[src/rtl/uart_pkg.sv]
`default_nettype none
// +----------------------------------------------------------------------+
// | uart_pkg : shared types and default constants for the UART TX path     |
// | Rev 1.0                                                                |
// +----------------------------------------------------------------------+
package uart_pkg;

  localparam int unsigned c_DATA_WIDTH = 8;
  localparam int unsigned c_FIFO_DEPTH = 16;
  localparam int unsigned c_BAUD_W     = 16;

  typedef enum logic [1:0] {
    IDLE  = 2'd0,
    START = 2'd1,
    DATA  = 2'd2,
    STOP  = 2'd3
  } tx_state_e;

endpackage
`default_nettype wire

[src/rtl/uart_fifo.sv]
`default_nettype none
// +----------------------------------------------------------------------+
// | uart_fifo : single-clock show-ahead FIFO with registered full/empty   |
// | Rev 1.0                                                                |
// +----------------------------------------------------------------------+
module uart_fifo #(
  parameter int DATA_WIDTH = 8,
  parameter int FIFO_DEPTH = 16
) (
  input  logic                  clk,
  input  logic                  rst,
  input  logic                  i_push,
  input  logic                  i_pop,
  input  logic [DATA_WIDTH-1:0] i_din,
  output logic [DATA_WIDTH-1:0] o_dout,
  output logic                  o_full,
  output logic                  o_empty
);

  localparam int AW = $clog2(FIFO_DEPTH);
  localparam int CW = AW + 1;
  localparam logic [CW-1:0] c_FULL_CNT = CW'(FIFO_DEPTH);

  logic [DATA_WIDTH-1:0] r_mem [FIFO_DEPTH];
  logic [AW-1:0]         r_wr_ptr;
  logic [AW-1:0]         r_rd_ptr;
  logic [CW-1:0]         r_count;
  logic [CW-1:0]         w_count_nxt;
  logic                  r_full;
  logic                  r_empty;
  logic                  w_push;
  logic                  w_pop;

  // Both strobes are qualified by the flags as they stood before the edge.
  assign w_push = i_push & ~r_full;
  assign w_pop  = i_pop  & ~r_empty;

  always_comb begin
    w_count_nxt = r_count;
    case ({w_push, w_pop})
      2'b10:   w_count_nxt = r_count + CW'(1);
      2'b01:   w_count_nxt = r_count - CW'(1);
      default: w_count_nxt = r_count;
    endcase
  end

  always_ff @(posedge clk) begin
    if (w_push) begin
      r_mem[r_wr_ptr] <= i_din;
    end
  end

  always_ff @(posedge clk or posedge rst) begin
    if (rst) begin
      r_wr_ptr <= '0;
      r_rd_ptr <= '0;
      r_count  <= '0;
      r_full   <= 1'b0;
      r_empty  <= 1'b1;
    end else begin
      if (w_push) r_wr_ptr <= r_wr_ptr + AW'(1);
      if (w_pop)  r_rd_ptr <= r_rd_ptr + AW'(1);
      r_count <= w_count_nxt;
      r_full  <= (w_count_nxt == c_FULL_CNT);
      r_empty <= (w_count_nxt == '0);
    end
  end

  assign o_dout  = r_mem[r_rd_ptr];
  assign o_full  = r_full;
  assign o_empty = r_empty;

endmodule
`default_nettype wire

[src/rtl/uart_tx.sv]
`default_nettype none
// +----------------------------------------------------------------------+
// | uart_tx : FIFO-buffered 8N1 serialiser with runtime baud divisor      |
// | Rev 1.0                                                                |
// +----------------------------------------------------------------------+
module uart_tx
  import uart_pkg::*;
#(
  parameter int DATA_WIDTH = c_DATA_WIDTH,
  parameter int FIFO_DEPTH = c_FIFO_DEPTH
) (
  input  logic                  clk_i,
  input  logic                  rst_i,
  input  logic [c_BAUD_W-1:0]   baud_div_i,
  input  logic                  tx_we_i,
  input  logic                  tx_en_i,
  input  logic [DATA_WIDTH-1:0] din_i,
  output logic                  full_o,
  output logic                  empty_o,
  output logic                  tx_bit_o
);

  localparam int BW = $clog2(DATA_WIDTH);
  localparam logic [BW-1:0] c_BIT_LAST = BW'(DATA_WIDTH - 1);

  tx_state_e             r_state;
  logic [c_BAUD_W-1:0]   r_baud_cnt;
  logic [BW-1:0]         r_bit_idx;
  logic [DATA_WIDTH-1:0] r_shift;
  logic                  r_tx;

  logic [c_BAUD_W-1:0]   w_div;
  logic                  w_bit_end;
  logic                  w_pop;
  logic                  w_full;
  logic                  w_empty;
  logic [DATA_WIDTH-1:0] w_head;

  uart_fifo #(
    .DATA_WIDTH (DATA_WIDTH),
    .FIFO_DEPTH (FIFO_DEPTH)
  ) u_fifo (
    .clk     (clk_i),
    .rst     (rst_i),
    .i_push  (tx_we_i),
    .i_pop   (w_pop),
    .i_din   (din_i),
    .o_dout  (w_head),
    .o_full  (w_full),
    .o_empty (w_empty)
  );

  assign w_div = (baud_div_i == '0) ? c_BAUD_W'(1) : baud_div_i;
  // >= keeps a mid-bit divisor reduction from running the counter through wrap.
  assign w_bit_end = (r_baud_cnt >= (w_div - c_BAUD_W'(1)));

  assign w_pop = tx_en_i & ~w_empty &
                 ((r_state == IDLE) | ((r_state == STOP) & w_bit_end));

  always_ff @(posedge clk_i or posedge rst_i) begin
    if (rst_i) begin
      r_state    <= IDLE;
      r_baud_cnt <= '0;
      r_bit_idx  <= '0;
      r_shift    <= '0;
      r_tx       <= 1'b1;
    end else if (r_state == IDLE) begin
      r_baud_cnt <= '0;
      r_bit_idx  <= '0;
      r_tx       <= 1'b1;
      if (w_pop) begin
        r_shift <= w_head;
        r_state <= START;
        r_tx    <= 1'b0;
      end
    end else if (tx_en_i) begin
      if (!w_bit_end) begin
        r_baud_cnt <= r_baud_cnt + c_BAUD_W'(1);
      end else begin
        r_baud_cnt <= '0;
        case (r_state)
          START: begin
            r_state   <= DATA;
            r_bit_idx <= '0;
            r_tx      <= r_shift[0];
          end
          DATA: begin
            if (r_bit_idx == c_BIT_LAST) begin
              r_state <= STOP;
              r_tx    <= 1'b1;
            end else begin
              r_shift   <= r_shift >> 1;
              r_bit_idx <= r_bit_idx + BW'(1);
              r_tx      <= r_shift[1];
            end
          end
          STOP: begin
            if (w_pop) begin
              r_shift <= w_head;
              r_state <= START;
              r_tx    <= 1'b0;
            end else begin
              r_state <= IDLE;
              r_tx    <= 1'b1;
            end
          end
          default: begin
            r_state <= IDLE;
            r_tx    <= 1'b1;
          end
        endcase
      end
    end
  end

  assign full_o   = w_full;
  assign empty_o  = w_empty;
  assign tx_bit_o = r_tx;

endmodule
`default_nettype wire

[config.mk]
export PLATFORM = sky130hd
export DESIGN_NAME = uart_tx
export DESIGN_NICKNAME = d
export VERILOG_FILES = /design/src/rtl/uart_pkg.sv /design/src/rtl/uart_fifo.sv /design/src/rtl/uart_tx.sv
export SDC_FILE = /design/constraint.sdc
export NUM_CORES = 1
export LEC_CHECK = 0
export ABC_AREA = 1
export CAP_MARGIN = 0
export CORE_ASPECT_RATIO = 0.9
export CORE_UTILIZATION = 61
export DETAILED_ROUTE_END_ITERATION = 7
export PLACE_DENSITY = 0.8
export RECOVER_POWER = 50
export REMOVE_ABC_BUFFERS = 1
export SLEW_MARGIN = 20
export SYNTH_ARGS = -nofsm -noshare
export SYNTH_HDL_FRONTEND = slang
export SYNTH_SLANG_ARGS = --single-unit
[constraint.sdc]
create_clock -name clk_i -period 3.3 [get_ports clk_i]
set_input_delay 0.66 -clock clk_i [delete_from_list [all_inputs] [get_ports clk_i]]
set_output_delay 0.66 -clock clk_i [all_outputs]
set_load 0.005 [all_outputs]
==> results.sh, run 1 <==
export IMPL_tightest_slew_ps=1250
export IMPL_arr_time_crit_path_ps=4350
export IMPL_min_period_over_period_pct=120
export IMPL_timing_rr_start="r_state[0]"
export IMPL_synth_cell_type_count=47
export IMPL_critical_path_slowest_cell="dlygate4sd2_1"
export IMPL_remaining_drc_errors=0
export IMPL_dr_pass1_iters=6
export IMPL_cell_area_after_technology_mapping_mm2=0.00814
export IMPL_antenna_found_initial=0
export IMPL_tritoncts="done"
export IMPL_critical_path_top_delay_family="simple AND/OR/NAND/NOR gates"
export IMPL_outcome="finished, violations left"
export IMPL_synth_warning_count=0
export IMPL_dr_total_vias=6833
export IMPL_die_area_mm2=0.0138
export IMPL_clk_insertion_delay_late_ps=440
export IMPL_grt_max_degree=46
export IMPL_clkTransAtPathRegs_ps=70
export IMPL_cts_root_cell="clkbuf_16"
export IMPL_setup_reg_to_reg_worst_slack_ps=180
export IMPL_grt_setup_unrepaired="true"
export IMPL_syn_to_layout_area_delta_pct=29.4
export IMPL_place_gp_congestion=0.910
export IMPL_die_height_um=112
export IMPL_final_min_clock_period_ps=3980
export IMPL_clock_sinks=173
export IMPL_syn_avg_cell_area_um2=10.8
export IMPL_min_delay_path_class="reg2reg"
export IMPL_final_cells=1065
export IMPL_place_hpwl_mm=13.0
export IMPL_grt_pass1_wl_mm=33.7
export IMPL_postRouteAntennaNets=0
export IMPL_worstPathMaxFanout=5
export IMPL_synth_top_cells_by_count="128 x edfxtp_1, 113 x nand2_1, 99 x nor2_1"
export IMPL_core_rowCount=39
export IMPL_powerDensity_mw_per_mm2=834
export IMPL_n_fill_cell=610
export IMPL_setup_worst_path_start_class="primary input"
export IMPL_cts_buffers_inserted=17
export IMPL_synth_top_family_by_area="simple AND/OR/NAND/NOR gates"
export IMPL_number_of_nets_in_the_layout=947
export IMPL_finalMaxSlewViolations=0
export IMPL_synth_most_common_cell="edfxtp_1"
export IMPL_synth_yosys_seq_area_share_pct=61.1
export IMPL_port_buffers=30
export IMPL_fin_setup_tns_ps=-11310
export IMPL_worst_r2r_endpoint="u_fifo.o_empty"
export IMPL_initial_utilization_pct=63.4
export IMPL_startpoint="baud_div_i[3]"
export IMPL_slew_limit_headroom_pct=16.4
export IMPL_top_level_ports=31
export IMPL_critical_path_endpoint="u_fifo.o_empty"
export IMPL_grt_overflow_total=0
export IMPL_htree_levels=4
export IMPL_path_common_cell="nand2_4"
export IMPL_synth_xor_area_share_pct=2.69
export IMPL_route_final_wire_length_mm=23.6
export IMPL_fin_util_pct=82.1
export IMPL_cp_data_required_time_ps=3670
export IMPL_dieWidth_um=124
export IMPL_timing_critical_path_depth=29
export IMPL_smallest_hold_slack_ps=509
export IMPL_post_synth_and_or_nand_nor_area_fraction_pct=17.6
export IMPL_finalClockSkew_ps=14.5
export IMPL_insertedDiodeCount=0
export IMPL_synth_async_reset_ratio_pct=26.0
export IMPL_timing_reg2reg_worst_path_depth=13
export IMPL_maxCapViolCount=0
export IMPL_power_leakage_uw=0.00420
export IMPL_critical_path_max_stage_delay_ps=270
export IMPL_crit_type="in2reg"
export IMPL_synth_ff_type="edfxtp_1"
export IMPL_critPathBufInv=5
export IMPL_synth_enable_flop_cells=128
export IMPL_synth_top_cell_area_share_pct=47.2
export IMPL_drive_gt1_share_pct=30.1
export IMPL_yosys_top_cells_area="edfxtp_1 47%, dfrtp_1 13%, nand2_1 5.2%"
export IMPL_holdBufCountCts=0
export IMPL_synth_compound_gate_area_share_pct=10.1
export IMPL_track_usage_pct=33.2
export IMPL_multiplexer_fraction_of_the_synthesized_cell_area_pct=0.123
export IMPL_violated_checks="setup timing"
export IMPL_setup_violations=36
export IMPL_max_vdd_ir_drop_uv=858
export IMPL_core_mm2=0.0128
export IMPL_synth_top_area_cell="edfxtp_1"
export IMPL_max_clock_freq_mhz=252
export IMPL_dp_cells=994
export IMPL_ys_ff_latch=173
export IMPL_timing_critical_path_to_type="register"
export IMPL_drt_vias_per_instance=6.42
export IMPL_cts_max_path_buffers=2
export IMPL_drt_iter0_drc=908
export IMPL_synth_cells=753
export IMPL_setup_slack_after_layout_ps=-675
export IMPL_vias_in_the_first_global_route=6622
export IMPL_hold_viol_final=0
export IMPL_wl_cell_um=22.1
export IMPL_synthAdderAreaFrac_pct=4.76
[worst min path at each step]
stage	to	cells past startpoint	slack [ps]	startpoint
global route	tx_bit_o	2	550	tx_bit_o
finish	tx_bit_o	2	510	tx_bit_o
global placement	r_bit_idx[1]	2	490	r_bit_idx[1]
CTS	tx_bit_o	2	510	tx_bit_o
floorplan	u_fifo.r_count[4]	2	480	u_fifo.r_count[4]
detailed placement	tx_bit_o	2	500	tx_bit_o
[worst register-to-register path, cell delays in order (launching register included)]
cell     delay [ps]
dfrtp_1         430
inv_1           150
ha_1            510
nor2_4          180
nor3b_4         410
nand4_1         250
nand2_4         140
ha_4            210
nand2_4          70
o21ai_4          60
or2_4           230
nor2_2          130
nand3_1         130
nor2_1          150
[flip-flops by register name (all words and copies together) (netlist names)]
name,flops
r_shift,8
tx_bit_o,1
u_fifo.r_wr_ptr,4
u_fifo.r_count,5
r_bit_idx,3
u_fifo.o_empty,1
u_fifo.r_rd_ptr,4
r_state,2
u_fifo.r_mem,128
r_baud_cnt,16
u_fifo.o_full,1
[where the power goes]
part           leakage, µW  total, µW  switching (µW)  internal (µW)
clock network     0.000299       2120             904           1220
logic              0.00218       3670            2310           1370
registers          0.00172       2990             301           2690
[metrics by stage]
step / setup slack (ps) / total power, µW / cell area, µm²
after floorplan: -813 / 4650 / 8050
after global placement: -1240 / 5580 / 9060
after detailed placement: -1450 / 5730 / 9060
after CTS: -456 / 8230 / 10200
after global routing: -886 / 9130 / 10500
final: -675 / 8790 / 10500
[cells by family after synthesis]
| kind of cell | count (synthesis) |
|---|---|
| XOR/XNOR | 25 |
| multiplexers | 1 |
| buffers and inverters | 75 |
| flip-flops | 173 |
| AND/OR/NAND/NOR | 307 |
| adder cells (fa/ha/maj) | 31 |
| AO/OA/AOI/OAI | 141 |
[layout by cell type (no fill, tap or decap), types with 5 or more instances in the layout]
master           Yosys  final
clkdlybuf4s50_1      0      5
nor2_2               3     16
inv_2                3      7
o21ai_1              0      7
o21ai_0             66     55
nand3_2              0     11
xnor2_1              8      6
ha_1                31     26
nand2_2              9     18
nand2_4              4     11
buf_6                1     21
o221ai_1             5      5
nor3_1               9      5
nor2_1              99     81
nand4_1             12     12
ha_4                 0      5
buf_2                6      8
inv_1               49     44
a221oi_1             8      7
dlygate4sd3_1        0      9
dfrtp_1             43     42
nor2_4               2      7
nand2_1            113     95
xor2_1              17     15
clkbuf_16            0     17
inv_6                0      5
o22ai_1             12     12
a21oi_1             31     28
buf_4                0     85
edfxtp_1           128    128
nand3_1             41     28
[layer usage]
layer | track usage, % | up-vias | wire, µm
met2 | 56.8 | 444 | 12100
met4 | 14.4 | 0 | 1150
met1 | 39.8 | 3337 | 8310
met5 | 0 | - | 0
li1 | - | 2936 | -
met3 | 7.68 | 116 | 1980
[area by class of cell]
class	count	area [µm²]	area share [%]
Clock buffer	17	425	4.04
Clock inverter	15	205	1.95
Inverter	55	216	2.05
Multi-Input combinational cell	505	3390	32.1
Sequential cell	173	4970	47.2
Tap cell	164	205	1.95
Timing Repair Buffer	136	1120	10.7
[what timing repair did]
action / CTS / global route
pin swaps: 53 / 58
setup endpoints to repair: 40 / 40
hold endpoints to repair: 0 / 0
setup buffers: 33 / 12
gates resized for setup: 134 / 68
(Power assumes the default switching activity.)
==> run 2, diff against run 1 <==
- CORE_UTILIZATION: 61 -> 66
- PLACE_DENSITY: 0.8 -> 0.85
- clock period: 3.3 -> 4.7 ns (I/O delays scaled with it)
==> results.sh, run 2 (same netlist as run 1, synthesis figures left out) <==
export IMPL_outcome="finished, violations left"
export IMPL_violated_checks="capacitance limit, slew limit"
export IMPL_remaining_drc_errors=0
export IMPL_core_mm2=0.0120
export IMPL_finalMaxSlewViolations=46
export IMPL_top_level_ports=31
export IMPL_tritoncts="done"
export IMPL_worst_r2r_endpoint="u_fifo.o_empty"
export IMPL_setup_reg_to_reg_worst_slack_ps=1790
export IMPL_die_area_mm2=0.0128
export IMPL_route_final_wire_length_mm=20.1
export IMPL_smallest_hold_slack_ps=511
export IMPL_cts_buffers_inserted=17
export IMPL_power_share_clock_pct=26.0
export IMPL_finalClockSkew_ps=15.5
export IMPL_critical_path_slowest_cell="clkdlybuf4s50_1"
export IMPL_antenna_found_initial=0
export IMPL_powerDensity_mw_per_mm2=566
export IMPL_syn_to_layout_area_delta_pct=17.6
export IMPL_slew_limit_headroom_pct=-14.9
export IMPL_min_delay_start="tx_bit_o"
export IMPL_wl_cell_um=20.2
export IMPL_tightest_slew_ps=1720
export IMPL_regMostFlops="u_fifo.r_mem"
export IMPL_place_hpwl_mm=12.5
export IMPL_timing_rr_start="r_state[0]"
export IMPL_n_fill_cell=649
export IMPL_cts_root_cell="clkbuf_16"
export IMPL_layout_commonest_cell="edfxtp_1"
export IMPL_cts_max_path_buffers=2
export IMPL_timing_reg2reg_worst_path_depth=14
export IMPL_drt_vias_per_instance=6.30
export IMPL_dr_pass1_iters=5
export IMPL_power_switching_uw=2100
export IMPL_die_height_um=107
export IMPL_final_min_clock_period_ps=4650
export IMPL_place_gp_congestion=0.862
export IMPL_grt_pass1_wl_mm=30.7
export IMPL_timing_critical_path_to_type="register"
export IMPL_power_leakage_uw=0.00380
export IMPL_grt_max_degree=67
export IMPL_drive_gt1_share_pct=15.4
export IMPL_min_delay_path_class="reg2reg"
export IMPL_setup_violations=0
export IMPL_clock_sinks=173
export IMPL_power_report_internal_total_uw=3320
export IMPL_final_seq_area_mm2=0.00497
export IMPL_layout_common_cells="128 x edfxtp_1, 107 x nand2_1, 96 x nor2_1, 65 x o21ai_0, 46 x inv_1"
export IMPL_seq_power_share_pct=37.8
export IMPL_min_to="tx_bit_o"
export IMPL_port_buffers=30
export IMPL_critical_path_max_stage_delay_ps=480
export IMPL_dp_cells=956
export IMPL_layout_top_registers="u_fifo.r_mem x128, r_baud_cnt x16, r_shift x8"
export IMPL_clk_insertion_delay_late_ps=430
export IMPL_hold_path_cell_count=2
export IMPL_final_cells=995
export IMPL_combinationalPowerShare_pct=36.2
export IMPL_cp_data_required_time_ps=5070
export IMPL_crit_type="in2reg"
export IMPL_drt_iter0_drc=731
export IMPL_power_switching_fraction_pct=38.7
export IMPL_postRouteAntennaNets=0
export IMPL_htree_levels=4
export IMPL_vias_in_the_first_global_route=6128
export IMPL_max_clock_freq_mhz=215
export IMPL_hold_viol_final=0
export IMPL_insertedDiodeCount=0
export IMPL_number_of_nets_in_the_layout=881
export IMPL_dr_total_vias=6269
export IMPL_initial_utilization_pct=67.7
export IMPL_max_vdd_ir_drop_uv=449
export IMPL_core_rowCount=38
export IMPL_track_usage_pct=32.1
export IMPL_maxCapViolCount=1
export IMPL_min_period_over_period_pct=98.9
export IMPL_arr_time_crit_path_ps=5020
export IMPL_setup_worst_path_start_class="primary input"
export IMPL_clkTransAtPathRegs_ps=60
export IMPL_dieWidth_um=119
export IMPL_grt_overflow_total=0
export IMPL_largest_register_ffs=128
export IMPL_multi_input_comb_area_mm2=0.00299
export IMPL_worstPathMaxFanout=6
-- run 2: changes by cell type in the layout (fill, tap and decap cells not counted), sizes merged --
cell,previous run,this run
clkdlybuf4s50,5,15
dlygate4sd3,9,10
clkdlybuf4s15,2,0
inv,59,56
bufinv,3,2
clkinv,5,7
dlymetal6s2s,0,5
clkinvlp,3,1
dlygate4sd2,1,0
buf,115,40
-- run 2: power groups by stage --
| stage | clock [µW] | sequential [µW] | combinational [µW] |
|---|---|---|---|
| 4_1_cts | 1400 | 2040 | 1870 |
| 6_report | 1410 | 2050 | 1960 |
| 3_3_place_gp | 0 | 2050 | 1720 |
| 5_1_grt | 1460 | 2070 | 2130 |
| 3_5_place_dp | 0 | 2070 | 1830 |
| 2_1_floorplan | 0 | 2080 | 1180 |
-- run 2: worst max-delay path by stage --
| stage | depth (start not counted) | endpoint | startpoint | slack, ps |
|---|---|---|---|---|
| after floorplan | 29 | u_fifo.o_full | baud_div_i[12] | 310 |
| after global placement | 30 | u_fifo.o_full | baud_div_i[12] | -130 |
| after detailed placement | 31 | u_fifo.o_full | baud_div_i[7] | -440 |
| after CTS | 31 | u_fifo.o_full | baud_div_i[7] | 10 |
| after global routing | 27 | u_fifo.o_empty | baud_div_i[6] | -170 |
| final | 28 | u_fifo.o_empty | baud_div_i[6] | 50 |
-- run 2: through the flow --
step / utilization [%] / instance area, µm² / setup WS [ps] / total power [µW] / setup TNS, ps
4_1_cts: 78.3 / 9420 / 14.6 / 5310 / 0
3_5_place_dp: 73.2 / 8800 / -443 / 3890 / -1720
3_3_place_gp: 73.2 / 8800 / -126 / 3770 / -234
2_1_floorplan: - / 8050 / 307 / 3260 / 0
6_report: 79.6 / 9580 / 50.1 / 5420 / 0
5_1_grt: 79.6 / 9580 / -174 / 5660 / -337
-- run 2: repair_timing --
action,CTS,global route
setup buffers,1,6
setup endpoints to repair,2,3
pin swaps,2,18
endpoints found under the hold margin,0,0
hold buffers,0,0
gates resized for setup,5,31
cloned,0,0
-- run 2: critical path: cells and delay by family --
kind	cells	cell delay (ps)
buf+inv	5	850
xor+xnor	1	130
fa+ha+maj	2	590
compound gates	4	640
simple gates	16	1840
-- run 2: metal layers --
layer,global-route usage [%],wire (µm),vias up
met1,39.8,7450,3020
met3,6.51,1710,67
li1,-,-,2802
met2,55.5,10300,380
met4,13.0,627,0
met5,0,0,-
-- run 2: final cells by class --
| class | count | share of cell area (%) |
|---|---|---|
| inverter | 55 | 2.16 |
| sequential | 173 | 51.9 |
| clock inverter | 11 | 1.36 |
| timing repair buffer | 70 | 6.40 |
| multi-input combinational | 505 | 31.2 |
| clock buffer | 21 | 4.81 |
| tap | 160 | 2.09 |
